File: config.mk
export PLATFORM = sky130hd
export DESIGN_NAME = ecc_apb_ctrl_flat
export DESIGN_NICKNAME = d
export VERILOG_FILES = /design/src/rtl/ecc_apb_ctrl_if.sv /design/src/rtl/ecc_apb_ctrl.sv /design/src/flat_wrapper.sv
export SDC_FILE = /design/constraint.sdc
export NUM_CORES = 1
export LEC_CHECK = 0
export CELL_PAD_IN_SITES_DETAIL_PLACEMENT = 1
export CELL_PAD_IN_SITES_GLOBAL_PLACEMENT = 2
export CORE_ASPECT_RATIO = 1.75
export CORE_MARGIN = 2
export CORE_UTILIZATION = 25
export CTS_BUF_LIST = sky130_fd_sc_hd__clkbuf_16
export DETAILED_ROUTE_END_ITERATION = 16
export PLACE_DENSITY = 0.72
export SETUP_SLACK_MARGIN = 0.3
export SLEW_MARGIN = 20
export SYNTH_ARGS = -nofsm -noshare
export SYNTH_HDL_FRONTEND = slang
export SYNTH_SLANG_ARGS = --single-unit
File: constraint.sdc
create_clock -name clk -period 1.6 [get_ports clk]
set_input_delay 0.16 -clock clk [delete_from_list [all_inputs] [get_ports clk]]
set_output_delay 0.16 -clock clk [all_outputs]
set_load 0.1 [all_outputs]
File: src/rtl/ecc_apb_ctrl_if.sv
// ----------------------------------------------------------------------------
// ecc_apb_ctrl_if
// APB bus bundle shared by the ECC controller and whatever drives it.
//   PADDR   : address, only the low nibble is decoded by the controller
//   PWDATA  : write data
//   PSEL    : slave select
//   PENABLE : access phase
//   PWRITE  : 1 = write, 0 = read
//   PRDATA  : read data returned by the slave
// master modport drives the request side, slave modport returns PRDATA.
// ----------------------------------------------------------------------------
interface ecc_apb_ctrl_if #(
  parameter int AMBA_ADDR_WIDTH = 20,
  parameter int AMBA_WORD       = 32
);
  logic [AMBA_ADDR_WIDTH-1:0] PADDR;
  logic [AMBA_WORD-1:0]       PWDATA;
  logic                       PSEL;
  logic                       PENABLE;
  logic                       PWRITE;
  logic [AMBA_WORD-1:0]       PRDATA;

  modport master (
    output PADDR, PWDATA, PSEL, PENABLE, PWRITE,
    input  PRDATA
  );

  modport slave (
    input  PADDR, PWDATA, PSEL, PENABLE, PWRITE,
    output PRDATA
  );
endinterface

File: src/rtl/ecc_apb_ctrl.sv
// ----------------------------------------------------------------------------
// ecc_apb_ctrl
// APB register file and one-shot operation sequencer for the ECC core.
// Software loads DATA_IN / CODEWORD_WIDTH / NOISE, then writes CTRL to launch.
// Ports:
//   clk, rst            : clock, synchronous active-high reset
//   apb                 : APB slave (ecc_apb_ctrl_if.slave), PRDATA combinational
//   core_start          : one-cycle launch pulse to the core
//   core_ctrl/data_in/width/noise : operand copies latched at launch
//   core_valid, core_data_out, core_num_of_errors : core result
//   data_out, num_of_errors : published result (3 errors = timeout)
//   operation_done      : one-cycle completion pulse
// Register map (PADDR[3:0]): 0x0 CTRL, 0x4 DATA_IN, 0x8 CODEWORD_WIDTH, 0xC NOISE
// ----------------------------------------------------------------------------
module ecc_apb_ctrl #(
  parameter int AMBA_ADDR_WIDTH = 20,
  parameter int AMBA_WORD       = 32,
  parameter int DATA_WIDTH      = 32,
  parameter int TIMEOUT         = 8
) (
  input  logic                  clk,
  input  logic                  rst,
  ecc_apb_ctrl_if.slave         apb,
  output logic                  core_start,
  output logic [1:0]            core_ctrl,
  output logic [DATA_WIDTH-1:0] core_data_in,
  output logic [1:0]            core_width,
  output logic [DATA_WIDTH-1:0] core_noise,
  input  logic                  core_valid,
  input  logic [DATA_WIDTH-1:0] core_data_out,
  input  logic [1:0]            core_num_of_errors,
  output logic [DATA_WIDTH-1:0] data_out,
  output logic                  operation_done,
  output logic [1:0]            num_of_errors
);

  localparam int CNT_W = $clog2(TIMEOUT + 1);

  typedef enum logic [1:0] {S_IDLE, S_START, S_WAIT, S_DONE} state_t;

  state_t               state, state_next;
  logic [CNT_W-1:0]     wait_cnt;
  logic [AMBA_WORD-1:0] ctrl_reg, data_in_reg, width_reg, noise_reg;
  logic [3:0]           addr;
  logic                 wr_en, rd_en, ctrl_wr;
  logic                 launch, capture, timed_out;
  logic                 unused_paddr_hi;

  assign addr    = apb.PADDR[3:0];
  assign wr_en   = apb.PSEL & apb.PENABLE & apb.PWRITE;
  assign rd_en   = apb.PSEL & apb.PENABLE & ~apb.PWRITE;
  // CTRL is only writable while idle so a running operation cannot be relaunched.
  assign ctrl_wr = wr_en && (addr == 4'h0) && (state == S_IDLE);

  // Upper address bits are deliberately not decoded.
  assign unused_paddr_hi = ^apb.PADDR[AMBA_ADDR_WIDTH-1:4];

  // Register file
  always_ff @(posedge clk) begin
    if (rst) begin
      ctrl_reg    <= '0;
      data_in_reg <= '0;
      width_reg   <= '0;
      noise_reg   <= '0;
    end else begin
      if (ctrl_wr)                      ctrl_reg    <= apb.PWDATA;
      if (wr_en && (addr == 4'h4))      data_in_reg <= apb.PWDATA;
      if (wr_en && (addr == 4'h8))      width_reg   <= apb.PWDATA;
      if (wr_en && (addr == 4'hC))      noise_reg   <= apb.PWDATA;
    end
  end

  always_comb begin
    apb.PRDATA = '0;
    if (rd_en) begin
      case (addr)
        4'h0:    apb.PRDATA = ctrl_reg;
        4'h4:    apb.PRDATA = data_in_reg;
        4'h8:    apb.PRDATA = width_reg;
        4'hC:    apb.PRDATA = noise_reg;
        default: apb.PRDATA = '0;
      endcase
    end
  end

  // Sequencer state register
  always_ff @(posedge clk) begin
    if (rst) state <= S_IDLE;
    else     state <= state_next;
  end

  // core_valid is checked before the timeout so a result on the last
  // allowed cycle is still published.
  always_comb begin
    state_next = state;
    launch     = 1'b0;
    capture    = 1'b0;
    timed_out  = 1'b0;
    case (state)
      S_IDLE:  if (ctrl_wr) state_next = S_START;
      S_START: begin
        launch     = 1'b1;
        state_next = S_WAIT;
      end
      S_WAIT: begin
        if (core_valid) begin
          capture    = 1'b1;
          state_next = S_DONE;
        end else if (wait_cnt == CNT_W'(TIMEOUT - 1)) begin
          timed_out  = 1'b1;
          state_next = S_DONE;
        end
      end
      S_DONE:  state_next = S_IDLE;
      default: state_next = S_IDLE;
    endcase
  end

  // Counts cycles spent in WAIT; cleared everywhere else.
  always_ff @(posedge clk) begin
    if (rst || (state != S_WAIT)) wait_cnt <= '0;
    else                          wait_cnt <= wait_cnt + 1'b1;
  end

  // Core handshake and result publication
  always_ff @(posedge clk) begin
    if (rst) begin
      core_start     <= 1'b0;
      core_ctrl      <= '0;
      core_data_in   <= '0;
      core_width     <= '0;
      core_noise     <= '0;
      data_out       <= '0;
      num_of_errors  <= '0;
      operation_done <= 1'b0;
    end else begin
      core_start     <= launch;
      operation_done <= (state == S_DONE);
      if (launch) begin
        core_ctrl    <= ctrl_reg[1:0];
        core_data_in <= data_in_reg[DATA_WIDTH-1:0];
        core_width   <= width_reg[1:0];
        core_noise   <= noise_reg[DATA_WIDTH-1:0];
      end
      if (capture) begin
        data_out      <= core_data_out;
        num_of_errors <= core_num_of_errors;
      end else if (timed_out) begin
        num_of_errors <= 2'b11;
      end
    end
  end

endmodule

File: src/flat_wrapper.sv
// flat-port wrapper written by rule: the top's interface ports become plain ports
module ecc_apb_ctrl_flat 
#(
  parameter int AMBA_ADDR_WIDTH = 20,
  parameter int AMBA_WORD       = 32,
  parameter int DATA_WIDTH      = 32,
  parameter int TIMEOUT         = 8
)
  (clk, rst, core_start, core_ctrl, core_data_in, core_width, core_noise, core_valid, core_data_out, core_num_of_errors, data_out, operation_done, num_of_errors, apb_PADDR, apb_PWDATA, apb_PSEL, apb_PENABLE, apb_PWRITE, apb_PRDATA);
  ecc_apb_ctrl_if #(.AMBA_ADDR_WIDTH(AMBA_ADDR_WIDTH), .AMBA_WORD(AMBA_WORD)) apb_i ();
  input  logic clk;
  input  logic rst;
  output logic core_start;
  output logic [1:0] core_ctrl;
  output logic [DATA_WIDTH-1:0] core_data_in;
  output logic [1:0] core_width;
  output logic [DATA_WIDTH-1:0] core_noise;
  input  logic core_valid;
  input  logic [DATA_WIDTH-1:0] core_data_out;
  input  logic [1:0] core_num_of_errors;
  output logic [DATA_WIDTH-1:0] data_out;
  output logic operation_done;
  output logic [1:0] num_of_errors;
  input wire logic [$bits(apb_i.PADDR)-1:0] apb_PADDR;
  input wire logic [$bits(apb_i.PWDATA)-1:0] apb_PWDATA;
  input wire logic [$bits(apb_i.PSEL)-1:0] apb_PSEL;
  input wire logic [$bits(apb_i.PENABLE)-1:0] apb_PENABLE;
  input wire logic [$bits(apb_i.PWRITE)-1:0] apb_PWRITE;
  output wire logic [$bits(apb_i.PRDATA)-1:0] apb_PRDATA;
  assign apb_i.PADDR = apb_PADDR;
  assign apb_i.PWDATA = apb_PWDATA;
  assign apb_i.PSEL = apb_PSEL;
  assign apb_i.PENABLE = apb_PENABLE;
  assign apb_i.PWRITE = apb_PWRITE;
  assign apb_PRDATA = apb_i.PRDATA;
  ecc_apb_ctrl #(.AMBA_ADDR_WIDTH(AMBA_ADDR_WIDTH), .AMBA_WORD(AMBA_WORD), .DATA_WIDTH(DATA_WIDTH), .TIMEOUT(TIMEOUT)) u_core (.clk(clk), .rst(rst), .apb(apb_i), .core_start(core_start), .core_ctrl(core_ctrl), .core_data_in(core_data_in), .core_width(core_width), .core_noise(core_noise), .core_valid(core_valid), .core_data_out(core_data_out), .core_num_of_errors(core_num_of_errors), .data_out(data_out), .operation_done(operation_done), .num_of_errors(num_of_errors));
endmodule
# Yosys cells after proc, flatten, opt, wreduce, memory -nomap -nowiden

Index checks and enable logic that the tools add are counted.

Equality and inequality tests: 10
$add $sub $neg: 1
Reductions and logical operators: 10
Bitwise operators: 4
Mux-type cells: 14

Operators by type and width:

| kind                                                            | number |
|---|---|
| 32-bit one-hot mux with 4 select lines                          | 1 |
| 32-bit 2-to-1 mux                                               | 1 |
| 2-bit 2-to-1 mux                                                | 5 |
| 4-bit by 3-bit == test with 1-bit output, second input constant | 2 |
| 4-bit == test, second input constant                            | 2 |
| 2-bit one-hot mux with 4 select lines                           | 1 |
| 1-bit 2-to-1 mux                                                | 6 |
| 1-bit logical AND                                               | 5 |
| 4-bit by 1-bit adder with 4-bit output, second input constant   | 1 |
| 2-bit == test, second input constant                            | 2 |
| 4-bit zero test                                                 | 1 |
| 1-bit AND                                                       | 3 |
| 3-bit by 2-bit != test with 1-bit output, second input constant | 1 |
| 2-bit by 1-bit == test with 1-bit output, second input constant | 1 |
| 2-bit zero test                                                 | 1 |
| 2-bit by 1-bit != test with 1-bit output, second input constant | 1 |
| 2-bit != test, second input constant                            | 1 |
| 2-bit AND reduction                                             | 1 |
| 2-bit nonzero test                                              | 1 |
| 1-bit logical OR                                                | 1 |
| 1-bit NOT                                                       | 1 |

Logic and storage cells: 53
Register bits after elaboration: 238
Output and inout port bits: 136
Input bits: 92

# Logic depth before layout (Yosys ltp)

Word-level depth: 6
Gate-level depth with buffers: 7
Mapped depth without buffers: 5

# Least setup slack after synthesis

Ideal clock, no wire load.

Kind: in2out
From: input apb_PADDR[1]
To: output apb_PRDATA[11]
Arrival time: 2.488 ns
Stages on the path: 4
Required time: 1.440 ns
Slack: -1.048 ns
Cell sequence: nor4_4 clkbuf_1 a22oi_1 a21oi_1

Longest elaborated chain between the ends: 3
Elaborated cells between the ends (all ways): 6
Classes of those cells: 3 x eq/ne; 2 x mux; 1 x reduce/logical

Ends and longest elaborated chain:

| element                                  | RTL line           | text |
|---|---|---|
| start: declaration                       | flat_wrapper.sv:24 | `input wire logic [$bits(apb_i.PADDR)-1:0] apb_PADDR;` |
| 4-bit == test (tied with other cells)    | ecc_apb_ctrl.sv:76 | `case (addr)` |
| 32-bit one-hot mux with 4 select lines * | ecc_apb_ctrl.sv:76 |  |
| 32-bit 2-to-1 mux *                      | ecc_apb_ctrl.sv:75 | `if (rd_en) begin` |
| end: declaration                         | flat_wrapper.sv:29 | `output wire logic [$bits(apb_i.PRDATA)-1:0] apb_PRDATA;` |

Mark *: on every way between the ends. The rest lies on a longest branch, timed or not.

# Worst setup path after layout

From: input apb_PADDR[1]
To: output apb_PRDATA[20]

The elaborated chain is that of the path after synthesis.

==> impl_metrics.ini <==
[pwr]
clkPwrFrac_pct = 36.1
irDropWorstVdd_mv = 0.7700
combPwrFrac_pct = 23.3
switching_share_pct = 28.06
powerDensity_mw_per_mm2 = 897.6
intPower_mw = 10.75
seq_power_share_pct = 40.6
p_leak_nw = 5.755
power.net_switching_mw = 4.195

[clock_network]
cts_max_path_buffers = 3
htreeDepth = 1
cts_made_buffers = 25
insertion_delay_ns = 0.54
cts_tree = done
root_buffer = clkbuf_16
clk_pin_slew_worst_paths_ns = 0.06
clock_sinks = 238

[sta]
skew_ns = 0.01742
hold_viol = 0
tightestPinTransition_ns = 0.4163
maxSlewViolCount = 0
clock.fmax_mhz = 552.4
fin_crit_sh_pct = 113.1
slew_headroom_pct = 72.24
setup_ws_ns = -0.2101
setup_tns_ns = -5.170
setup_violations = 32
rsz0062_at_grt = yes
fin_crit_ns = 1.810

[yosys]
yosysMostFrequentCell = nand2_1
netlist_top_cells_count = nand2_1, dfxtp_1, a21oi_1
syn_area_per_cell_um2 = 8.356
netlist_area_mm2 = 0.009100
yosysTopAreaCellShare_pct = 52.36
synthArstFlopShare_pct = 0
syn-num-nets = 1187
ys_ff_latch = 238
synth.distinct_cells = 26
seq_area_frac_synth_pct = 52.36
synth-edff-count = 0
yosysWarnings = 0
synthTopCellsByArea = dfxtp_1, nand2_1, a21oi_1
post-synth-top-area-cell = dfxtp_1
syn_inst = 1089
yosys_most_used_dff = dfxtp_1

[worst_hold_path]
hold_start = core_data_out[26]
hold_path.class = input port to register
hold_path_end = u_core.data_out[26]
min_path_cells = 3

[worst_setup_path]
crit_top_cell = buf_6
critPathRequiredTime_ns = 1.44
cp_data_arrival_time_ns = 1.65
crit_type = input port to output port
r2r_slack_ns = 0.16
crit_chain = buf_6 -> buf_6 -> nor4b_4 -> buf_6 -> buf_12 -> buf_16 -> a22oi_2 -> a21oi_4 -> buf_12
reg2reg_depth = 7
path_max_fanout = 5
critPathMaxStageDelay_ns = 0.29
worstReg2RegEnd = u_core.core_data_in[19]
critPathCaptureType = output port
cp_slowest_cell = nor4b_4
startpoint_type = input port
r2r_start = u_core.state[0]

[detailed_routing]
drt_iter0_markers = 271
detail-route-antenna-nets = 0
drc = 0
vias = 8766
totalWireLength_um = 40820
routedWlPerCell_um = 22.33
firstDrtPassIters = 4
viasPerCell = 4.795

[outcome]
run_status = finished with violations
violations = setup timing

[place]
placed_cells = 1734
portBuffers = 211
pre_cts_ws_ns = -0.6237
finalWeightedCongestion = 0.7198
place_hpwl_um = 23080
placed_area_mm2 = 0.01385

[global_route]
grt_max_degree = 58
grt_pass1_wl_um = 57170
grt_antenna_before_repair = 2
grt_pass1_vias = 9236
globalRouteOverflowTotal = 0
grt_usage_pct = 19.76

[final_layout]
layout-drive-gt1-share_pct = 40.16
regArea_mm2 = 0.004863
syn2layout_area_growth_pct = 83.02
fillCellCount = 3792
fin_area_mm2 = 0.01665
utilization_pct = 46.37
multiInputGateArea_mm2 = 0.005116
nets = 1442
fin_cells = 1828

[floorplanning]
dieArea_mm2 = 0.03800
pin_count = 228
core-area_mm2 = 0.03591
rows = 92
start_util_pct = 25.34
chipHeight_um = 256.4
die_w_um = 148.2

[job]
cap_violations = 0
-- worst max-delay path by stage --
stage,start,to,slack [ns],cells after the start
after floorplan,apb_PADDR[1],apb_PRDATA[10],-0.14,4
after global placement,apb_PADDR[0],apb_PRDATA[20],-0.61,7
after detailed placement,apb_PADDR[0],apb_PRDATA[21],-0.62,7
after CTS,apb_PADDR[1],apb_PRDATA[20],-0.18,9
after global routing,apb_PADDR[1],apb_PRDATA[8],-0.24,9
final,apb_PADDR[1],apb_PRDATA[20],-0.21,9
-- cell type report --
cell class / instances / area share [%]
sequential: 238 / 29.20
timing repair buffer: 315 / 32.06
multi-input combinational: 758 / 30.72
clock buffer: 25 / 3.756
clock inverter: 15 / 0.5559
inverter: 6 / 0.1653
antenna: 1 / 0.01503
tap: 470 / 3.531
-- placed cells by master, fill, tap and decap left out, types with 2 or more instances in the layout --
| cell | Yosys | final |
|---|---|---|
| buf_2 | 19 | 2 |
| a22oi_2 | 0 | 35 |
| buf_16 | 0 | 20 |
| clkbuf_16 | 0 | 37 |
| inv_4 | 0 | 2 |
| nor2b_1 | 2 | 2 |
| mux2i_2 | 0 | 5 |
| nand2_4 | 0 | 45 |
| buf_8 | 0 | 5 |
| dfxtp_2 | 0 | 70 |
| ha_4 | 0 | 3 |
| dfxtp_1 | 238 | 165 |
| buf_6 | 3 | 15 |
| clkinv_1 | 0 | 4 |
| clkdlybuf4s50_1 | 0 | 67 |
| mux2i_1 | 69 | 64 |
| and2_4 | 0 | 3 |
| a21oi_4 | 0 | 32 |
| nor4b_4 | 2 | 2 |
| dfxtp_4 | 0 | 3 |
| xnor2_1 | 2 | 2 |
| buf_4 | 0 | 25 |
| and3_1 | 3 | 2 |
| a21oi_2 | 0 | 46 |
| a22oi_1 | 65 | 30 |
| nand2_1 | 329 | 269 |
| buf_12 | 0 | 166 |
| ha_1 | 6 | 3 |
| nand2_2 | 0 | 14 |
| clkinv_2 | 0 | 4 |
| a21oi_1 | 194 | 116 |
| nor2_1 | 71 | 71 |
| inv_1 | 6 | 9 |
-- critical path: cells and delay by family --
family	cells	cell delay (ns)
buffers and inverters	6	0.88
and+or+nand+nor	1	0.29
AOI/OAI and AO/OA	2	0.30
-- per-stage QoR --
stage,hold WS (ns),total power [mW]
after floorplan,0.2960,7.439
after global placement,0.4292,8.218
after detailed placement,0.4483,8.236
after CTS,0.1464,14.70
after global routing,0.1971,15.48
final,0.2042,14.95
-- routing by layer --
layer	GRT usage, %	up-vias	share of wire, %
li1	-	4169	-
met1	20.06	4310	36
met2	40.08	213	57
met3	2.491	72	3.5
met4	6.852	2	3.4
met5	0	-	0.034
-- power groups by stage --
stage / registers, mW / logic (mW) / clock network (mW)
after floorplan: 6.42 / 1.02 / 0
after global placement: 6.18 / 2.04 / 0
after detailed placement: 6.18 / 2.05 / 0
after CTS: 6.06 / 3.05 / 5.59
after global routing: 6.08 / 3.59 / 5.81
final: 6.08 / 3.48 / 5.40
-- repair_timing --
| item | CTS | global route |
|---|---|---|
| setup endpoints to repair | 268 | 213 |
| hold buffers | 1 | 0 |
| pin swaps | 57 | 121 |
| resized for setup | 134 | 219 |
| setup buffers | 16 | 5 |
| gates cloned | 17 | 14 |
| endpoints found under the hold margin | 25 | 0 |
-- kinds of logic (layout without fill, tap and decap cells) --
family / after synthesis / after routing / synth area share [%]
XOR/XNOR: 2 / 2 / 0.1925
other: 0 / 1 / 0
AND/OR/NAND/NOR: 417 / 417 / 18.27
multiplexers: 69 / 69 / 7.590
buffers and inverters: 93 / 361 / 4.345
flip-flops: 238 / 238 / 52.36
AO/OA/AOI/OAI: 264 / 264 / 16.42
adder cells (fa/ha/maj): 6 / 6 / 0.8249
Power figures use the tool's default switching activity.
